===== src/rtl/freq_meter_pkg.sv =====
// Shared constants and state encoding for the frequency meter.
package freq_meter_pkg;

  localparam int F_CLK_DEF = 25000000;
  localparam int CNT_W_DEF = 32;

  typedef enum logic {
    IDLE    = 1'b0,
    MEASURE = 1'b1
  } state_t;

endpackage


===== src/rtl/freq_meter_sync_edge_detect.sv =====
// Two-flop synchronizer plus registered rising-edge detector for an async input.
// A rising edge on d shows up on rise for one clk cycle, three cycles later.
module sync_edge_detect (
  input  logic clk,
  input  logic rst,
  input  logic d,
  output logic rise
);

  logic sync1;
  logic sync2;
  logic prev;

  always_ff @(posedge clk or negedge rst) begin
    if (!rst) begin
      sync1 <= 1'b0;
      sync2 <= 1'b0;
      prev  <= 1'b0;
      rise  <= 1'b0;
    end else begin
      sync1 <= d;
      sync2 <= sync1;
      prev  <= sync2;
      rise  <= sync2 & ~prev;
    end
  end

endmodule


===== src/rtl/freq_meter.sv =====
// Gated frequency counter: counts rising edges of sig_in over GATE_CYCLES clk
// cycles and publishes the count (saturating) with a one-cycle valid strobe.
//
// state   | meaning
// IDLE    | en low; counters held at 0, freq/overflow hold last result
// MEASURE | gate window running; window closes when gate_cnt hits GATE_CYCLES-1
module freq_meter
  import freq_meter_pkg::*;
#(
  parameter int F_CLK       = F_CLK_DEF,
  parameter int GATE_CYCLES = F_CLK,
  parameter int CNT_W       = CNT_W_DEF
) (
  input  logic             clk,
  input  logic             rst,
  input  logic             en,
  input  logic             sig_in,
  output logic [CNT_W-1:0] freq,
  output logic             freq_valid,
  output logic             overflow
);

  localparam int GW = $clog2(GATE_CYCLES);
  localparam logic [GW-1:0]    GATE_LAST = GW'(GATE_CYCLES - 1);
  localparam logic [CNT_W-1:0] CNT_MAX   = '1;

  state_t           state;
  logic [GW-1:0]    gate_cnt;
  logic [CNT_W-1:0] edge_cnt;
  logic             sat;
  logic             edge_p;
  logic [CNT_W-1:0] cnt_next;
  logic             sat_next;

  sync_edge_detect u_sync_edge (
    .clk  (clk),
    .rst  (rst),
    .d    (sig_in),
    .rise (edge_p)
  );

  // sat marks an edge that arrived while the counter was already pinned at max
  always_comb begin
    cnt_next = edge_cnt;
    sat_next = sat;
    if (edge_p) begin
      if (edge_cnt == CNT_MAX) sat_next = 1'b1;
      else                     cnt_next = edge_cnt + CNT_W'(1);
    end
  end

  // The IDLE cycle on which en is first seen high is gate count 0 of the window.
  always_ff @(posedge clk or negedge rst) begin
    if (!rst) begin
      state      <= IDLE;
      gate_cnt   <= '0;
      edge_cnt   <= '0;
      sat        <= 1'b0;
      freq       <= '0;
      freq_valid <= 1'b0;
      overflow   <= 1'b0;
    end else begin
      freq_valid <= 1'b0;
      if (!en) begin
        state    <= IDLE;
        gate_cnt <= '0;
        edge_cnt <= '0;
        sat      <= 1'b0;
      end else begin
        state <= MEASURE;
        if (state == MEASURE && gate_cnt == GATE_LAST) begin
          freq       <= cnt_next;
          overflow   <= sat_next;
          freq_valid <= 1'b1;
          gate_cnt   <= '0;
          edge_cnt   <= '0;
          sat        <= 1'b0;
        end else begin
          gate_cnt <= gate_cnt + GW'(1);
          edge_cnt <= cnt_next;
          sat      <= sat_next;
        end
      end
    end
  end

endmodule


===== config.mk =====
export PLATFORM = sky130hd
export DESIGN_NAME = freq_meter
export DESIGN_NICKNAME = d
export VERILOG_FILES = /design/src/rtl/freq_meter_pkg.sv /design/src/rtl/freq_meter_sync_edge_detect.sv /design/src/rtl/freq_meter.sv
export SDC_FILE = /design/constraint.sdc
export NUM_CORES = 1
export LEC_CHECK = 0
export ABC_AREA = 1
export BUFFER_PORTS_ARGS = -buffer_cell sky130_fd_sc_hd__buf_2
export CORE_MARGIN = 4
export CORE_UTILIZATION = 52
export DETAILED_ROUTE_END_ITERATION = 8
export GPL_TIMING_DRIVEN = 0
export PLACE_DENSITY = 0.68
export SETUP_SLACK_MARGIN = 0.4
export SYNTH_ARGS = -nofsm -noshare
export SYNTH_HDL_FRONTEND = slang
export SYNTH_HIERARCHICAL = 1
export SYNTH_SLANG_ARGS = --single-unit

===== constraint.sdc =====
create_clock -name clk -period 2.3 [get_ports clk]
set_clock_uncertainty 0.05 [all_clocks]
set_input_delay 0.23 -clock clk [delete_from_list [all_inputs] [get_ports clk]]
set_output_delay 0.23 -clock clk [all_outputs]
set_load 0.1 [all_outputs]

== After elaboration in Yosys (flattened, before gate mapping) ==
Index checks and enable logic that the tools add are counted.

* Bits in registers: 97
* Output and inout bits: 34

* Add/sub/neg operators: 2
* Equality and inequality tests: 2
* Mux-type cells: 13
* Bitwise gates (word level): 2
* Reductions and logical operators: 2

{| class="wikitable"
|+ Operator list
! cell !! count
|-
| 32-bit 2-to-1 mux || 4
|-
| 25-bit 2-to-1 mux || 2
|-
| 32-bit by 1-bit adder with 32-bit output (second input constant) || 1
|-
| 32-bit == test (second input constant) || 1
|-
| 25-bit by 1-bit adder with 25-bit output (second input constant) || 1
|-
| 25-bit == test (second input constant) || 1
|-
| 1-bit 2-to-1 mux || 7
|-
| 2-bit AND reduction || 1
|-
| 1-bit bitwise AND || 1
|-
| 1-bit logical AND || 1
|-
| 1-bit NOT || 1
|}

== Longest topological paths before layout ==
* Depth in word-level cells: 5
* Gate-level depth with buffers: 12
* Mapped depth without buffers: 11

== Cells and area by module ==
Netlist, hierarchy kept.

{| class="wikitable"
|+ Modules (own cells, without submodules)
! module !! times used !! cells each !! area an instance (um^2) !! sequential area each (um^2)
|-
| freq_meter || 1 || 730 || 5205.0 || 2327.2
|-
| sync_edge_detect || 1 || 6 || 110.1 || 100.1
|}

== Worst setup path before layout ==
Ideal clock, no wire load.

* Kind: register to register
* From: register gate_cnt[0]
* To: register freq[10]
* Library setup time: 0.120 ns
* Arrival: 1.523 ns
* Path slack: 0.607 ns
* Cell stages (with the launch flop): 10
* Path through: dfrtp_1 -> ha_1 -> nand3_1 -> nor2_1 -> nand4_1 -> nor2_1 -> inv_1 -> clkbuf_1 -> nand2_1 -> nand2_1

* Cells in the longest elaborated chain, start to end: 3

{| class="wikitable"
|+ Ends and longest elaborated chain
! what !! line !! RTL
|-
| start: declaration || freq_meter.sv:28 || <nowiki>logic [GW-1:0] gate_cnt;</nowiki>
|-
| start signal: assignment || freq_meter.sv:79 || <nowiki>gate_cnt <= gate_cnt + GW'(1);</nowiki>
|-
| 25-bit == test || freq_meter.sv:71 || <nowiki>if (state == MEASURE && gate_cnt == GATE_LAST) begin</nowiki>
|-
| 1-bit logical AND || freq_meter.sv:71 ||
|-
| 2-bit AND reduction (no line) || - ||
|-
| end signal: assignment || freq_meter.sv:72 || <nowiki>freq <= cnt_next;</nowiki>
|-
| end: declaration || freq_meter.sv:18 || <nowiki>output logic [CNT_W-1:0] freq,</nowiki>
|}

No other way between the ends.
A chain may end at the register's enable or synchronous reset.

== Worst setup path in the final report ==
* From: register edge_cnt[1]
* To: register freq[9]

* Cells in the longest elaborated chain, start to end: 3

{| class="wikitable"
|+ Ends and longest elaborated chain
! what !! line !! RTL
|-
| start: declaration || freq_meter.sv:29 || <nowiki>logic [CNT_W-1:0] edge_cnt;</nowiki>
|-
| start signal: assignment || freq_meter.sv:80 || <nowiki>edge_cnt <= cnt_next;</nowiki>
|-
| 32-bit by 1-bit adder with 32-bit output / 32-bit == test (equally long branches) || freq_meter.sv:48, freq_meter.sv:47 ||
|-
| 32-bit 2-to-1 mux * || freq_meter.sv:47 || <nowiki>if (edge_cnt == CNT_MAX) sat_next = 1'b1;</nowiki>
|-
| 32-bit 2-to-1 mux * || freq_meter.sv:46 || <nowiki>if (edge_p) begin</nowiki>
|}

Every way passes the cells marked *; elsewhere a longest branch is shown, timed or not.

==> impl_metrics.ini <==
[synthesis]
synth_top_area_share = 0.457
syn_nets = 742
syn_inst = 736
yosysUniqueCellTypes = 32
synth_seq_cells = 97
yosysSeqAreaShare = 0.457
synth-main-ff-cell = dfrtp_1
synthArstFlopShare = 1.00
syn_area_mm2 = 0.00532
synth_edf_count = 0
synth.area.top_cells = dfrtp_1 (46%), nand2_1 (18%), nor2_1 (9.2%), nand3_1 (5.8%), inv_1 (5.4%)
synth_largest_area_cell = dfrtp_1
synth_common_cells = nand2_1 (248), nor2_1 (130), dfrtp_1 (97)
synth.avg_cell_area_um2 = 7.22
yosysWarnings = 6
synth.most_common_cell = nand2_1

[cts]
cts_root_buf = clkbuf_8
cts_buffer_depth = 2
clock-sinks = 97
worstSkewPairLatency_ns = 0.38
cts-buffers-inserted = 9
h-tree-depth = 3
clkTransAtPathRegs_ns = 0.11
tritoncts = done

[outcome]
run_status = completed

[setup_path]
crit_required_ns = 2.51
worstSetupPathType = reg -> reg
arrival_ns = 2.03
reg2reg_from = edge_cnt[1]
cp-end-kind = flip-flop
crit_path_max_fanout = 10
setup.worst_path.start_class = flip-flop
crit_start = edge_cnt[1]

[global_routing]
grt_use_met2 = 0.365
antenna_found_initial = 0
overflow = 0
grt_max_degree = 70
grt_pass1_wl_mm = 22.1
gr-usage-met3 = 0.0284
met1_usage = 0.360
track_usage = 0.241
grt_pass1_vias = 4472
top_usage_layer = met2

[route]
wire_per_inst_um = 14.3
vias = 4780
drc_errors = 0
drtPass1Iterations = 5
totalWireLength_mm = 13.4
drt_iter0_markers = 326
ant_nets = 0
routed_via_density = 5.10

[timing]
worst_pin_slew_ns = 0.496
fmax_mhz = 551
final_max_slew_viol_count = 0
grt_setup_unrepaired = true
period_minus_slack_ns = 1.81
period_share = 0.789
hold_slack_ns = 0.264
hold_viol_final = 0
setup_violations = 0
slew_headroom = 0.669

[floorplanning]
die_w_um = 109
core_area_mm2 = 0.00986
start_util = 0.539
rows = 36
die_y_um = 109
ioPinCount = 38
die_area_mm2 = 0.0119

[pwr]
power.total_mw = 2.91
pwr-share-comb = 0.037
power_frac_seq = 0.593
pwr-share-clk = 0.369
total_leakage_power_nw = 3.08
sw_frac_of_total = 0.257
power.density_mw_per_mm2 = 477
p_int_mw = 2.16
switchingPower_mw = 0.747
ir_drop_mv = 0.291

[place]
numPortBuffers = 37
hpwlAfterDp_mm = 10.0
finalWeightedCongestion = 0.938
dp.cells = 907

[worst_hold_path]
hold_class = in -> async

[run]
cap_violations = 0

[cells_and_area]
drive_gt1_frac = 0.168
instances_no_fill = 937
antenna_cells = 0
postLayoutCoreUtil = 0.617
area_delta_synth_final_pct = 14.5
fin_nets = 805
## logic make-up after synthesis
kind of cell             synth area share
AO/OA/AOI/OAI                      0.0214
XOR/XNOR                           0.0165
adder cells (fa/ha/maj)           0.00471
buffers and inverters              0.0751
flip-flops                          0.457
AND/OR/NAND/NOR                     0.426
## area by class of cell
cell class | count | area (µm²)
Fill cell | 918 | 3780
Multi-Input combinational cell | 544 | 2550
Sequential cell | 97 | 2430
Timing Repair Buffer | 52 | 328
Inverter | 78 | 293
Tap cell | 133 | 166
Buffer | 17 | 128
Clock buffer | 9 | 124
Clock inverter | 7 | 63.8
## flip-flops by register name (all words and copies together) (netlist names)
register	count
sat	1
u_sync_edge/prev	1
u_sync_edge/sync2	1
gate_cnt	25
state	1
freq_valid	1
u_sync_edge/rise	1
edge_cnt	32
u_sync_edge/sync1	1
freq	32
overflow	1
## layer usage
layer	wire length, µm	vias up
li1	-	2414
met2	5880	115
met4	214	0
met5	0	-
met1	6560	2233
met3	703	18
## cell usage in the layout, fill, tap and decap left out, drive strengths merged
master / instances
nand2: 257
nor2: 147
dfrtp: 97
inv: 80
nand3: 71
buf: 63
nand4: 18
clkbuf: 12
nor3: 11
a21oi: 10
xor2: 7
a21o: 6
nand3b: 4
xnor2: 3
clkinv: 3
dlygate4sd3: 3
nor3b: 2
ha: 2
clkinvlp: 2
o21ai: 2
and3: 1
o32ai: 1
and2: 1
or2: 1
## worst max-delay path, cell delays in order (launching register included)
cell     delay, ns
dfrtp_1       0.39
ha_2          0.22
nand2_2       0.08
nor2_4        0.12
nand2_2       0.10
nor2_2        0.15
nand3_2       0.14
buf_4         0.21
nand2_1       0.06
nand2_1       0.06
nand3_1       0.06
nand2_1       0.05
## path summary, 6_finish.rpt
check	to	slack, ns	cells past startpoint
worst min-delay path	gate_cnt[9]	0.26	2
max in group asynchronous	gate_cnt[0]	1.24	3
min in group clk	u_sync_edge/sync2	0.32	0
worst max-delay path	freq[9]	0.49	11
worst max register to register	freq[9]	0.49	11
worst min register to register	u_sync_edge/sync2	0.32	0
## repair_timing
action	CTS	global route
endpoints found under the setup margin	80	78
resized for setup	15	18
endpoints found under the hold margin	30	0
hold buffers	3	0
setup buffers	6	5
pin swaps	2	5
## metrics by stage
stage / cell area, µm² / worst slack (ns) / TNS, ns
4_1_cts: 5990 / 0.411 / 0
6_report: 6090 / 0.486 / 0
3_3_place_gp: 5670 / -0.0637 / -5.62
2_1_floorplan: 5320 / 0.607 / 0
5_1_grt: 6090 / 0.376 / 0
3_5_place_dp: 5700 / 0.0175 / 0
## power groups by stage
stage	clock, mW	combinational (mW)	sequential, mW
final	1.07	0.108	1.72
after global routing	1.16	0.126	1.73
after CTS	1.10	0.109	1.72
after floorplan	0	0.0372	1.76
after global placement	0	0.0881	1.76
after detailed placement	0	0.0958	1.76
Note: power is estimated with default switching activity, not from simulation.
